`config.mk`:
```
export PLATFORM = sky130hd
export DESIGN_NAME = cpu_run_ctrl
export DESIGN_NICKNAME = d
export VERILOG_FILES = /design/src/rtl/cpu_pkg.sv /design/src/rtl/run_watchdog.sv /design/src/rtl/cpu_run_ctrl.sv
export SDC_FILE = /design/constraint.sdc
export NUM_CORES = 1
export LEC_CHECK = 0
export ABC_AREA = 1
export BUFFER_PORTS_ARGS = -buffer_cell sky130_fd_sc_hd__buf_4
export CAP_MARGIN = 0
export CORE_ASPECT_RATIO = 1.2
export CORE_MARGIN = 2
export CORE_UTILIZATION = 25
export DETAILED_ROUTE_END_ITERATION = 7
export PLACE_DENSITY = 0.48
export SYNTH_ARGS = -nofsm -noshare
export SYNTH_HDL_FRONTEND = slang
export SYNTH_SLANG_ARGS = --single-unit
```
`constraint.sdc`:
```
create_clock -name clock -period 2.35 [get_ports clock]
set_input_delay 0.47 -clock clock [delete_from_list [all_inputs] [get_ports clock]]
set_output_delay 0.47 -clock clock [all_outputs]
set_load 0.01 [all_outputs]
```
`src/rtl/cpu_pkg.sv`:
```
// -----------------------------------------------------------------------------
// cpu_pkg
//   Shared definitions for the single-cycle cpu platform: the run-controller
//   state encoding (also exported on the debug 'state' port) and the default
//   instruction word width.
// -----------------------------------------------------------------------------
package cpu_pkg;

  localparam int unsigned DATA_W_DEF = 32;
  localparam int unsigned STATE_W    = 3;

  // Encoding is visible on the debug port, so values are pinned explicitly.
  typedef enum logic [STATE_W-1:0] {
    ST_LOAD  = 3'd0,
    ST_READY = 3'd1,
    ST_RUN   = 3'd2,
    ST_PAUSE = 3'd3,
    ST_DONE  = 3'd4,
    ST_FAULT = 3'd5
  } run_state_t;

endpackage

```
`src/rtl/run_watchdog.sv`:
```
// -----------------------------------------------------------------------------
// run_watchdog
//   Counts cycles the cpu actually runs, saturating at 2^32-1, and flags when
//   the count would reach MAX_CYCLES (0 disables the limit). The sticky
//   timeout flag is set only when the limit fires without a veto, so a halt
//   retiring in the same cycle wins over the watchdog.
// Ports
//   clock        in   1   rising-edge clock
//   reset_n      in   1   synchronous active-low reset
//   clear        in   1   zero the counter (start of a new run)
//   count_en     in   1   this is a run cycle: advance the counter
//   veto         in   1   suppress setting timeout this cycle (cpu halt)
//   cycle_count  out  32  run cycles counted so far
//   expire       out  1   this run cycle brings the count to the limit
//   timeout      out  1   sticky: limit fired without veto
// -----------------------------------------------------------------------------
module run_watchdog #(
  parameter int unsigned MAX_CYCLES = 1000
) (
  input  logic        clock,
  input  logic        reset_n,
  input  logic        clear,
  input  logic        count_en,
  input  logic        veto,
  output logic [31:0] cycle_count,
  output logic        expire,
  output logic        timeout
);

  logic [31:0] count_inc;

  // NOTE: every variable assigned in always_comb gets a value on every path
  // (defaults first) so no latch can be inferred.
  always_comb begin
    count_inc = cycle_count;
    expire    = 1'b0;
    if (cycle_count != 32'hFFFF_FFFF) begin
      count_inc = cycle_count + 32'd1;
    end
    // Compare the post-increment value: the run cycle that makes the count
    // equal the limit is the last one allowed.
    if (count_en && (MAX_CYCLES != 32'd0) && (count_inc >= MAX_CYCLES)) begin
      expire = 1'b1;
    end
  end

  // NOTE: state registers use non-blocking assignments so every flop samples
  // pre-edge values regardless of statement order.
  always_ff @(posedge clock) begin
    if (!reset_n) begin
      cycle_count <= '0;
      timeout     <= 1'b0;
    end else begin
      if (clear) begin
        cycle_count <= '0;
      end else if (count_en) begin
        cycle_count <= count_inc;
      end
      if (expire && !veto) begin
        timeout <= 1'b1;
      end
    end
  end

endmodule

```
`src/rtl/cpu_run_ctrl.sv`:
```
// -----------------------------------------------------------------------------
// cpu_run_ctrl
//   Sequences the single-cycle cpu. After reset it accepts a program as a
//   valid/ready word stream and writes it into instruction memory with a
//   one-cycle registered write port. Once the last word (or a full memory)
//   is written the cpu is kept in reset until running_switch releases it.
//   While running, the switch pauses/resumes, a halt report ends the run and
//   the watchdog faults a run that exceeds MAX_CYCLES.
// Ports
//   clock, reset_n     clock and synchronous active-low reset
//   running_switch     1 = run/resume, 0 = pause (already synchronised)
//   ld_valid/ld_data/ld_last, ld_ready   program word stream
//   imem_we/imem_addr/imem_wdata         instruction memory write port
//   cpu_reset_n        low while loading or waiting to start
//   cpu_enable         high only while running
//   cpu_halt           cpu retired a halt instruction
//   state              current state (debug)
//   loaded_words       number of words written
//   cycle_count        run cycles since leaving READY
//   timeout            sticky watchdog flag
// -----------------------------------------------------------------------------
module cpu_run_ctrl
  import cpu_pkg::*;
#(
  parameter int unsigned ADDR_W     = 8,
  parameter int unsigned DATA_W     = DATA_W_DEF,
  parameter int unsigned MAX_CYCLES = 1000
) (
  input  logic              clock,
  input  logic              reset_n,
  input  logic              running_switch,
  input  logic              ld_valid,
  input  logic [DATA_W-1:0] ld_data,
  input  logic              ld_last,
  output logic              ld_ready,
  output logic              imem_we,
  output logic [ADDR_W-1:0] imem_addr,
  output logic [DATA_W-1:0] imem_wdata,
  output logic              cpu_reset_n,
  output logic              cpu_enable,
  input  logic              cpu_halt,
  output logic [2:0]        state,
  output logic [ADDR_W:0]   loaded_words,
  output logic [31:0]       cycle_count,
  output logic              timeout
);

  run_state_t cur_state;
  run_state_t nxt_state;

  logic xfer;
  logic load_done;
  logic in_run;
  logic run_start;
  logic wd_expire;

  // ld_ready is a register that is only ever high in LOAD, so a transfer
  // cannot happen in any other state.
  assign xfer = ld_valid && ld_ready;

  // The word going to the top address fills the memory; loaded_words never
  // exceeds 2**ADDR_W, so the low bits alone identify that address.
  assign load_done = xfer && (ld_last || (loaded_words[ADDR_W-1:0] == {ADDR_W{1'b1}}));

  assign in_run    = (cur_state == ST_RUN);
  assign run_start = (cur_state == ST_READY) && running_switch;

  run_watchdog #(
    .MAX_CYCLES(MAX_CYCLES)
  ) u_watchdog (
    .clock      (clock),
    .reset_n    (reset_n),
    .clear      (run_start),
    .count_en   (in_run),
    .veto       (cpu_halt),
    .cycle_count(cycle_count),
    .expire     (wd_expire),
    .timeout    (timeout)
  );

  always_comb begin
    nxt_state = cur_state;
    case (cur_state)
      ST_LOAD:  if (load_done) nxt_state = ST_READY;
      ST_READY: if (running_switch) nxt_state = ST_RUN;
      ST_RUN: begin
        // Halt beats the watchdog, which beats a pause request.
        if (cpu_halt) begin
          nxt_state = ST_DONE;
        end else if (wd_expire) begin
          nxt_state = ST_FAULT;
        end else if (!running_switch) begin
          nxt_state = ST_PAUSE;
        end
      end
      ST_PAUSE: if (running_switch) nxt_state = ST_RUN;
      ST_DONE, ST_FAULT: nxt_state = cur_state;
      default:  nxt_state = ST_LOAD;
    endcase
  end

  always_ff @(posedge clock) begin
    if (!reset_n) begin
      cur_state    <= ST_LOAD;
      ld_ready     <= 1'b0;
      imem_we      <= 1'b0;
      imem_addr    <= '0;
      imem_wdata   <= '0;
      loaded_words <= '0;
    end else begin
      cur_state <= nxt_state;
      // Registered so it stays low during reset and drops the cycle after
      // the final transfer.
      ld_ready  <= (nxt_state == ST_LOAD);
      imem_we   <= xfer;
      if (xfer) begin
        imem_addr    <= loaded_words[ADDR_W-1:0];
        imem_wdata   <= ld_data;
        loaded_words <= loaded_words + {{ADDR_W{1'b0}}, 1'b1};
      end
    end
  end

  // DONE and FAULT keep the cpu out of reset so its state can be inspected.
  assign cpu_reset_n = (cur_state != ST_LOAD) && (cur_state != ST_READY);
  assign cpu_enable  = in_run;
  assign state       = cur_state;

endmodule

```
==> results.toml, run 1 <==
[global_route]
grt_util_met3_pct = 5.05
met2_usage_pct = 27.2
use_met1_pct = 18.9
overflow = 0
antenna_found_initial = 0
grt_pass1_vias = 4723
gr-max-usage-layer = "met2"
grt_max_degree = 50
grt_use_total_pct = 16.1
grt_pass1_wl_um = 24100

[placement]
io_buffer_count = 126
gp_congestion = 0.905
dpl_worst_slack_ns = -0.107
hpwl_um = 11700

[sta]
worst_slack_ns = 0.158
slew_headroom_pct = 57.5
hold_ws_ns = 0.364
fmax_mhz = 456
clock-skew-final_ns = 0.0116
slew_viol_final = 0
period_needed_ns = 2.19
finalSetupViolCount = 0
tightest_slew_ns = 0.636
hold_viol = 0
period_share_pct = 93.3

[die]
die_area_um2 = 19100
initial_core_util_pct = 25.6
core_area_um2 = 17600
io_pins = 127
die_y_um = 151
die_w_um = 126
num_rows = 53

[synth]
synth_top_cells_by_count = "150 x nand2_1, 146 x nor2_1, 87 x dfxtp_1, 64 x inv_1, 64 x o21ai_0"
synth-edff-count = 0
syn_nets = 732
synth_area_leaders = "dfxtp_1 39%, nand2_1 13%, nor2_1 12%"
async_flop_share_pct = 0
synth_seq_cells = 87
seq_area_frac_synth_pct = 38.8
yosys.area.top_type = "dfxtp_1"
syn_inst = 692
avgSynthCellArea_um2 = 6.49
synth-main-ff-cell = "dfxtp_1"
yosysMostFrequentCell = "nand2_1"
synth_top_area_share_pct = 38.8
synthDistinctLibCells = 33
synth_warnings = 0
netlist_area_um2 = 4490

[power_and_ir_drop]
ir_drop_mv = 0.285
power.switching_mw = 1.01
cellPowerDensity_nw_per_um2 = 563
power_frac_clock_pct = 43.8
total_power_mw = 3.76
p_sw_share_pct = 27.0
p_seq_share_pct = 42.7
internal_power_mw = 2.74
p_comb_share_pct = 13.5
cellLeakagePower_nw = 3.00

[cts]
clockBufferDepth = 2
htreeDepth = 3
cts_made_buffers = 9
clockRootBuffer = "clkbuf_16"
path_clk_slew_ns = 0.08
cts_tree = "built"
cts_hold_buf = 0
clock_sinks = 87
insertion_delay_ns = 0.36

[routing]
dr.pass1.iters = 4
routed_via_density = 4.56
via_count = 4979
drtIter0Drc = 206
drt_wl_total_um = 15600
ant_nets = 0
wire_per_inst_um = 14.3
route.detailed.drc = 0

[worst_setup_path]
required_ns = 2.65
crit_fanout = 6
start_kind = "flip-flop"
regToRegEndpoint = "ld_ready"
worstPathArrival_ns = 2.50
reg2reg_slack_ns = 0.16
critPathLaunch = "u_watchdog.cycle_count[6]"
r2r-start = "u_watchdog.cycle_count[6]"
reg2reg_depth = 19
critPathCaptureType = "flip-flop"
critPathKind = "flip-flop to flip-flop"

[hold_path]
hold_class = "input pin to flip-flop"
hold_end = "imem_wdata[28]"
hold_path_depth = 3
worstHoldStart = "ld_data[28]"

[outcome]
outcome = "complete, no violations"

[finish]
insertedDiodeCount = 0
nets = 906
post_route_cells_drive_above_1_share_pct = 34.6
syn_to_final_growth_pct = 48.6
nFillCells = 1883

[flow_run]
max_cap_viol_count = 0
power groups by stage:
stage,clock network (mW),registers [mW],logic [mW]
floorplan,0,1.67,0.205
global placement,0,1.64,0.506
detailed placement,0,1.64,0.505
CTS,1.71,1.61,0.510
global route,1.76,1.62,0.569
finish,1.65,1.60,0.507
state kept, by name (all words and copies together), names as in the netlist:
name and count:
u_watchdog.timeout 1, imem_wdata 32, ld_ready 1, imem_addr 8, loaded_words 9, state 3, u_watchdog.cycle_count 32, imem_we 1
per-stage QoR:
stage | instance area [um^2] | utilization, % | TNS [ns] | std cells
after floorplan | 4490 | - | 0 | 692
after global placement | 6000 | 34.1 | -0.378 | 1064
after detailed placement | 6000 | 34.1 | -0.292 | 1064
after CTS | 6340 | 36.1 | 0 | 1080
after global routing | 6680 | 38.0 | -0.00254 | 1091
final | 6680 | 38.0 | 0 | 1091
what timing repair did:
action,in CTS,in global routing
gates resized for setup,4,84
pin swaps,0,17
buffers inserted,0,10
setup endpoints to repair,4,5
gates cloned,0,1
worst max-delay path, stage by stage, from the launching register on:
cell     delay [ns]
dfxtp_4        0.39
nand2_2        0.10
nor2_4         0.20
buf_6          0.13
nand2_4        0.09
nor2_4         0.12
nand2_1        0.06
nand2_1        0.06
nand2_1        0.06
nor2_2         0.10
nand2_1        0.07
nor2_2         0.12
nand2_2        0.08
nor2_4         0.16
nand2_2        0.06
nand2_2        0.06
nand2_1        0.06
nand2_1        0.07
nand2_1        0.07
nor2_2         0.07
worst max-delay path by stage:
stage	to	depth (start not counted)	slack (ns)
global placement	ld_ready	18	-0.12
detailed placement	ld_ready	18	-0.11
global route	ld_ready	17	-0.003
floorplan	ld_ready	17	0.15
CTS	ld_ready	18	0.02
finish	ld_ready	19	0.16
layer usage:
metal | routed length (um) | share of wire, % | vias up
li1 | - | - | 2583
met1 | 6580 | 42 | 2214
met2 | 7330 | 47 | 160
met3 | 1270 | 8.1 | 22
met4 | 453 | 2.9 | 0
met5 | 0 | 0 | -
layout by cell type (no fill, tap or decap), drive strengths merged:
| cell type | count |
|---|---|
| buf | 188 |
| nand2 | 159 |
| nor3 | 6 |
| a31oi | 3 |
| a21oi | 29 |
| nand3 | 37 |
| inv | 69 |
| ha | 2 |
| o211ai | 12 |
| o21a | 1 |
| nand3b | 12 |
| xor2 | 2 |
| and3 | 1 |
| a211oi | 3 |
| clkinv | 4 |
| nor4 | 1 |
| a41oi | 1 |
| clkbuf | 9 |
| dfxtp | 87 |
| nand4 | 9 |
| o21ai | 67 |
| clkinvlp | 1 |
| nor2 | 163 |
| o31ai | 3 |
| bufinv | 2 |
cell type report:
| cell class | instances | area [um^2] | area share [%] |
|---|---|---|---|
| clock buffer | 9 | 225 | 3.37 |
| clock inverter | 7 | 108 | 1.61 |
| inverter | 69 | 262 | 3.92 |
| multi-input combinational | 511 | 2600 | 38.9 |
| sequential | 87 | 1780 | 26.6 |
| tap | 220 | 275 | 4.12 |
| timing repair buffer | 188 | 1430 | 21.4 |
kinds of logic after synthesis:
kind of cell               count (synthesis)  synth area share [%]
xor gates and xnor gates                   2                 0.390
and+or+nand+nor                          387                  37.4
buffers and inverters                     95                  8.19
AOI/OAI and AO/OA                        119                  14.7
DFF                                       87                  38.8
adders and majority gates                  2                 0.557
No activity file was read; power rests on OpenSTA's default activity.
==> run 2: changes to the inputs <==
Settings changed: ABC_AREA 1 to unset, PLACE_DENSITY 0.48 to 0.49.
==> results.toml, run 2 <==
[outcome]
outcome = "finished, violations left"
violations = "setup timing"

[global_route]
overflow = 0
grt_pass1_vias = 4655
grt_use_total_pct = 17.2
grt_max_degree = 57
grt_pass1_wl_um = 24400
antenna_found_initial = 0

[worst_setup_path]
slowest_delay_ns = 0.60
critPathLaunch = "u_watchdog.cycle_count[2]"
start_kind = "flip-flop"
cp_slowest_cell = "or4_4"
worstPathArrival_ns = 2.99
critPathCaptureType = "flip-flop"
path_cells = "nand4_4, buf_6, nor4_4, xnor2_1, o21ai_1, or4_1, or4_4, o311a_1"
required_ns = 2.59
r2r-start = "u_watchdog.cycle_count[2]"
crit_fanout = 4
critPathKind = "flip-flop to flip-flop"

[synth]
seq_area_frac_synth_pct = 40.7
synth_seq_cells = 87
synth_top_area_share_pct = 40.7
synth-edff-count = 0
synth_warnings = 0
synth-main-ff-cell = "dfxtp_1"
yosys.area.top_type = "dfxtp_1"
synthDistinctLibCells = 50
netlist_area_um2 = 4280
async_flop_share_pct = 0
synth_area_leaders = "dfxtp_1 41%, nand2_1 10%, a21boi_0 7.7%"
syn_nets = 577
yosysMostFrequentCell = "nand2_1"
synth_top_cells_by_count = "117 x nand2_1, 87 x dfxtp_1, 46 x nor2_1, 44 x a21boi_0, 25 x xnor2_1"
syn_inst = 537
avgSynthCellArea_um2 = 7.98

[sta]
fmax_mhz = 363
worst_slack_ns = -0.402
period_needed_ns = 2.75
slew_viol_final = 0
slew_headroom_pct = 63.5
clock-skew-final_ns = 0.0102
rsz0062_at_grt = "true"
finalSetupViolCount = 4
tightest_slew_ns = 0.544
period_share_pct = 117
hold_viol = 0

[cts]
path_clk_slew_ns = 0.07
cts_tree = "built"
htreeDepth = 3
clock_sinks = 87
clockRootBuffer = "clkbuf_16"
insertion_delay_ns = 0.36
clockBufferDepth = 2
cts_made_buffers = 9

[finish]
nets = 812
layout_common_cells = "242 x buf_4, 115 x nand2_1, 64 x dfxtp_1, 44 x nor2_1, 44 x a21boi_0"
insertedDiodeCount = 0
final_cells = 993
final_common_cell = "buf_4"
syn_to_final_growth_pct = 64.7
post_route_cells_drive_above_1_share_pct = 43.0
reg_top3 = "imem_wdata (32), u_watchdog.cycle_count (32), loaded_words (9)"
final_util_pct = 41.9

[routing]
route.detailed.drc = 0
drtIter0Drc = 256
wire_per_inst_um = 16.0
via_count = 4731
routed_via_density = 4.76
drt_wl_total_um = 15800
dr.pass1.iters = 5
ant_nets = 0

[die]
initial_core_util_pct = 25.4
die_y_um = 147
die_w_um = 124
die_area_um2 = 18200
io_pins = 127
core_area_um2 = 16900
num_rows = 52

[placement]
io_buffer_count = 126
hpwl_um = 12000
gp_congestion = 0.894
place_inst = 963

[flow_run]
max_cap_viol_count = 0

[power_and_ir_drop]
cellPowerDensity_nw_per_um2 = 478
cellLeakagePower_nw = 3.02
total_power_mw = 3.37
ir_drop_mv = 0.293

[hold_path]
worstHoldStart = "ld_data[6]"
hold_class = "input pin to flip-flop"
-- run 2: layout make-up --
cell class	count	area, um^2
fillers	1698	9790
repair buffers	253	1950
multi-input cells	414	2690
flip-flops and latches	87	1800
well taps	216	270
inverters	7	26.3
clock buffers	9	225
clock inverters	7	103
-- run 2: final timing paths --
kind / end / slack, ns / cells after the start
setup / recovery: state[2] / -0.40 / 8
hold / removal: imem_wdata[6] / 0.37 / 3
setup reg to reg: state[2] / -0.40 / 8
hold reg to reg: imem_wdata[10] / 0.47 / 2
-- run 2: per-stage QoR --
stage	worst slack (ns)	hold slack, ns	setup TNS (ns)	cell area, um^2
after floorplan	-0.448	0.488	-1.64	4410
after global placement	-0.417	0.452	-1.95	6310
after detailed placement	-0.466	0.458	-2.44	6310
after CTS	-0.357	0.362	-1.25	6850
after global routing	-0.474	0.370	-1.95	7060
final	-0.402	0.371	-1.53	7060
-- run 2: power breakdown --
part	switching, mW	leakage (nW)	internal [mW]
logic	0.131	2.14	0.130
clock network	0.642	0.162	0.946
registers	0.0234	0.720	1.50
-- run 2: kinds of logic (layout without fill, tap and decap cells) --
group / count (synthesis) / count (layout) / synth area share [%]
xor+xnor: 46 / 46 / 9.40
simple gates: 279 / 279 / 31.1
flops: 87 / 87 / 40.7
compound gates: 87 / 87 / 14.7
fa+ha+maj: 2 / 2 / 0.584
buf+inv: 36 / 276 / 3.48
-- run 2: what timing repair did --
action / in CTS / in global routing
resized for setup: 31 / 36
setup buffers: 11 / 3
setup endpoints to repair: 13 / 9
pin swaps: 15 / 10
hold buffers: 0 / 0
endpoints found under the hold margin: 0 / 0
-- run 2: critical path, delay by kind of cell, from the launching register on --
kind                      cells  cell delay (ns)
and+or+nand+nor               4             1.55
AOI/OAI and AO/OA             2             0.40
DFF                           1             0.37
xor gates and xnor gates      1             0.18
buffers and inverters         1             0.15
-- run 2: routing by layer --
layer / global-route usage (%) / vias up / routed length [um]
li1: - / 2333 / -
met1: 20.8 / 2214 / 6720
met2: 29.0 / 152 / 7540
met3: 3.94 / 32 / 920
met5: 0 / - / 0
met4: 7.27 / 0 / 658
==> run 3: changes to the inputs <==
Settings changed: SYNTH_HIERARCHICAL set to 1.
==> results.toml, run 3 <==
[outcome]
outcome = "finished, violations left"
violations = "setup timing"

[synth]
synthDistinctLibCells = 49
netlist_area_um2 = 4080
synth-edff-count = 0
synth_area_leaders = "dfxtp_1 43%, nand2_1 10%, a21oi_1 6.1%"
synth-main-ff-cell = "dfxtp_1"
syn_inst = 515
yosysMostFrequentCell = "nand2_1"
avgSynthCellArea_um2 = 7.92
synth_top_area_share_pct = 42.7
synth_warnings = 6
yosys.area.top_type = "dfxtp_1"
synth_top_cells_by_count = "112 x nand2_1, 87 x dfxtp_1, 60 x nor2_1, 50 x a21oi_1, 24 x xor2_1"
seq_area_frac_synth_pct = 42.7
syn_nets = 555
async_flop_share_pct = 0
synth_seq_cells = 87

[power_and_ir_drop]
ir_drop_mv = 0.267
cellLeakagePower_nw = 2.63
cellPowerDensity_nw_per_um2 = 516

[finish]
layout_common_cells = "209 x buf_4, 111 x nand2_1, 80 x dfxtp_1, 58 x nor2_1, 49 x a21oi_1"
final_util_pct = 38.4
finalInstanceArea_um2 = 6180
final_common_cell = "buf_4"
post_route_cells_drive_above_1_share_pct = 37.0
nets = 740
reg_top3 = "imem_wdata (32), u_watchdog/cycle_count (32), loaded_words (9)"
multi_input_area_um2 = 2270
syn_to_final_growth_pct = 51.6
nFillCells = 1681
final_cells = 917
ff_latch_area_um2 = 1750
insertedDiodeCount = 0

[routing]
wire_per_inst_um = 13.8
route.detailed.drc = 0
routed_via_density = 4.69
ant_nets = 0
dr.pass1.iters = 5
via_count = 4297
drt_wl_total_um = 12700
drtIter0Drc = 195

[placement]
gp_congestion = 0.832
dpl_worst_slack_ns = -0.454
place_inst = 894
io_buffer_count = 126
placed_area_um2 = 5730
hpwl_um = 9470

[worst_setup_path]
critPathKind = "flip-flop to flip-flop"
crit_fanout = 4
critPathCaptureType = "flip-flop"
path_buf_inv = 1
cp_slowest_cell = "nor4_4"
start_kind = "flip-flop"
slowest_delay_ns = 0.38
crit_family = "simple AND/OR/NAND/NOR gates"
path_cells = "ha_4, nand3_4, nor4_4, a211oi_2, and3_1, or3_4, a32oi_2, nand4_1, and2_4, inv_2, o21ai_2, a22o_1, o21a_1"
required_ns = 2.60
worstPathArrival_ns = 3.03

[sta]
worst_slack_ns = -0.430
fmax_mhz = 360
hold_viol = 0
tightest_slew_ns = 0.775
slew_viol_final = 0
period_share_pct = 118
clock-skew-final_ns = 0.00871
hold_ws_ns = 0.363
rsz0062_at_grt = "true"
period_needed_ns = 2.78
slew_headroom_pct = 48.4
finalSetupViolCount = 5

[hold_path]
hold_class = "input pin to flip-flop"

[cts]
path_clk_slew_ns = 0.07
htreeDepth = 3
cts_made_buffers = 9
clockBufferDepth = 2
cts_hold_buf = 0
insertion_delay_ns = 0.35
cts_tree = "built"
clockRootBuffer = "clkbuf_16"
clock_sinks = 87

[die]
num_rows = 51
die_area_um2 = 17400
core_area_um2 = 16100
initial_core_util_pct = 25.4
io_pins = 127
die_y_um = 144
die_w_um = 121

[global_route]
overflow = 0
antenna_found_initial = 0
grt_pass1_wl_um = 20500
grt_use_total_pct = 14.9
grt_max_degree = 33
grt_pass1_vias = 4133

[flow_run]
max_cap_viol_count = 0
==> run 3: cell count changes after synthesis, sizes merged, moves of 4 or more <==
cell | before | now
nor3 | 16 | 12
buf | 5 | 24
nand3 | 18 | 11
a21boi | 44 | 0
or4 | 4 | 0
a21oi | 5 | 50
nor2 | 46 | 60
nand2 | 117 | 112
and2 | 11 | 5
or3 | 8 | 4
clkbuf | 24 | 12
==> run 3: cell families (layout without fill, tap and decap cells) <==
kind of cell	after synthesis	after routing	synth area share, %
AND/OR/NAND/NOR	260	260	31.0
flip-flops	87	87	42.7
AO/OA/AOI/OAI	79	79	11.1
XOR/XNOR	46	46	9.88
buffers and inverters	40	230	4.48
adder cells (fa/ha/maj)	2	2	0.613
multiplexers	1	1	0.245
==> run 3: layout make-up <==
cell class	count	area share, %
well taps	212	4.29
repair buffers	210	25.7
flip-flops and latches	87	28.3
inverters	4	0.243
multi-input cells	388	36.7
clock buffers	11	4.09
clock inverters	5	0.648
==> run 3: metal layers <==
metal  wire length (um)  share of wire, %  vias to the layer above  GRT usage [%]
met5                  0                 0                        -              0
met4                204               1.6                        0           5.81
met3                881               6.9                       16           2.82
met2               6080                48                      144           25.5
met1               5530                44                     2026           18.4
li1                   -                 -                     2111              -
==> run 3: where the power goes <==
part / switching (mW) / total, mW / internal (mW)
Sequential: 0.0246 / 1.53 / 1.51
Combinational: 0.135 / 0.259 / 0.124
Clock: 0.619 / 1.40 / 0.780
==> run 3: worst paths after layout <==
| kind | depth (start not counted) | slack [ns] | from | endpoint |
|---|---|---|---|---|
| setup / recovery | 13 | -0.43 | u_watchdog/cycle_count[1] | state[0] |
| hold / removal | 3 | 0.36 | ld_data[31] | imem_wdata[31] |
| setup reg to reg | 13 | -0.43 | u_watchdog/cycle_count[1] | state[0] |
| hold reg to reg | 2 | 0.46 | imem_wdata[20] | imem_wdata[20] |
==> run 3: worst reg2reg max path, cell delays in order (launching register included) <==
cell and delay (ns):
dfxtp_2 0.35, ha_4 0.15, nand3_4 0.08, nor4_4 0.38, a211oi_2 0.16, and3_1 0.21, or3_4 0.33, a32oi_2 0.19
nand4_1 0.17, and2_4 0.18, inv_2 0.04, o21ai_2 0.04, a22o_1 0.24, o21a_1 0.17
==> run 3: per-stage QoR <==
step                      total power, mW  TNS, ns
after floorplan                      1.69   -0.652
after global placement               1.82    -1.14
after detailed placement             1.83    -1.63
after CTS                            3.25    -1.27
after global routing                 3.34    -2.19
final                                3.19    -1.54
==> run 3: repair_timing <==
| action | in CTS | in global routing |
|---|---|---|
| pin swaps | 9 | 11 |
| setup endpoints to repair | 5 | 11 |
| setup buffers | 4 | 4 |
| resized for setup | 12 | 10 |
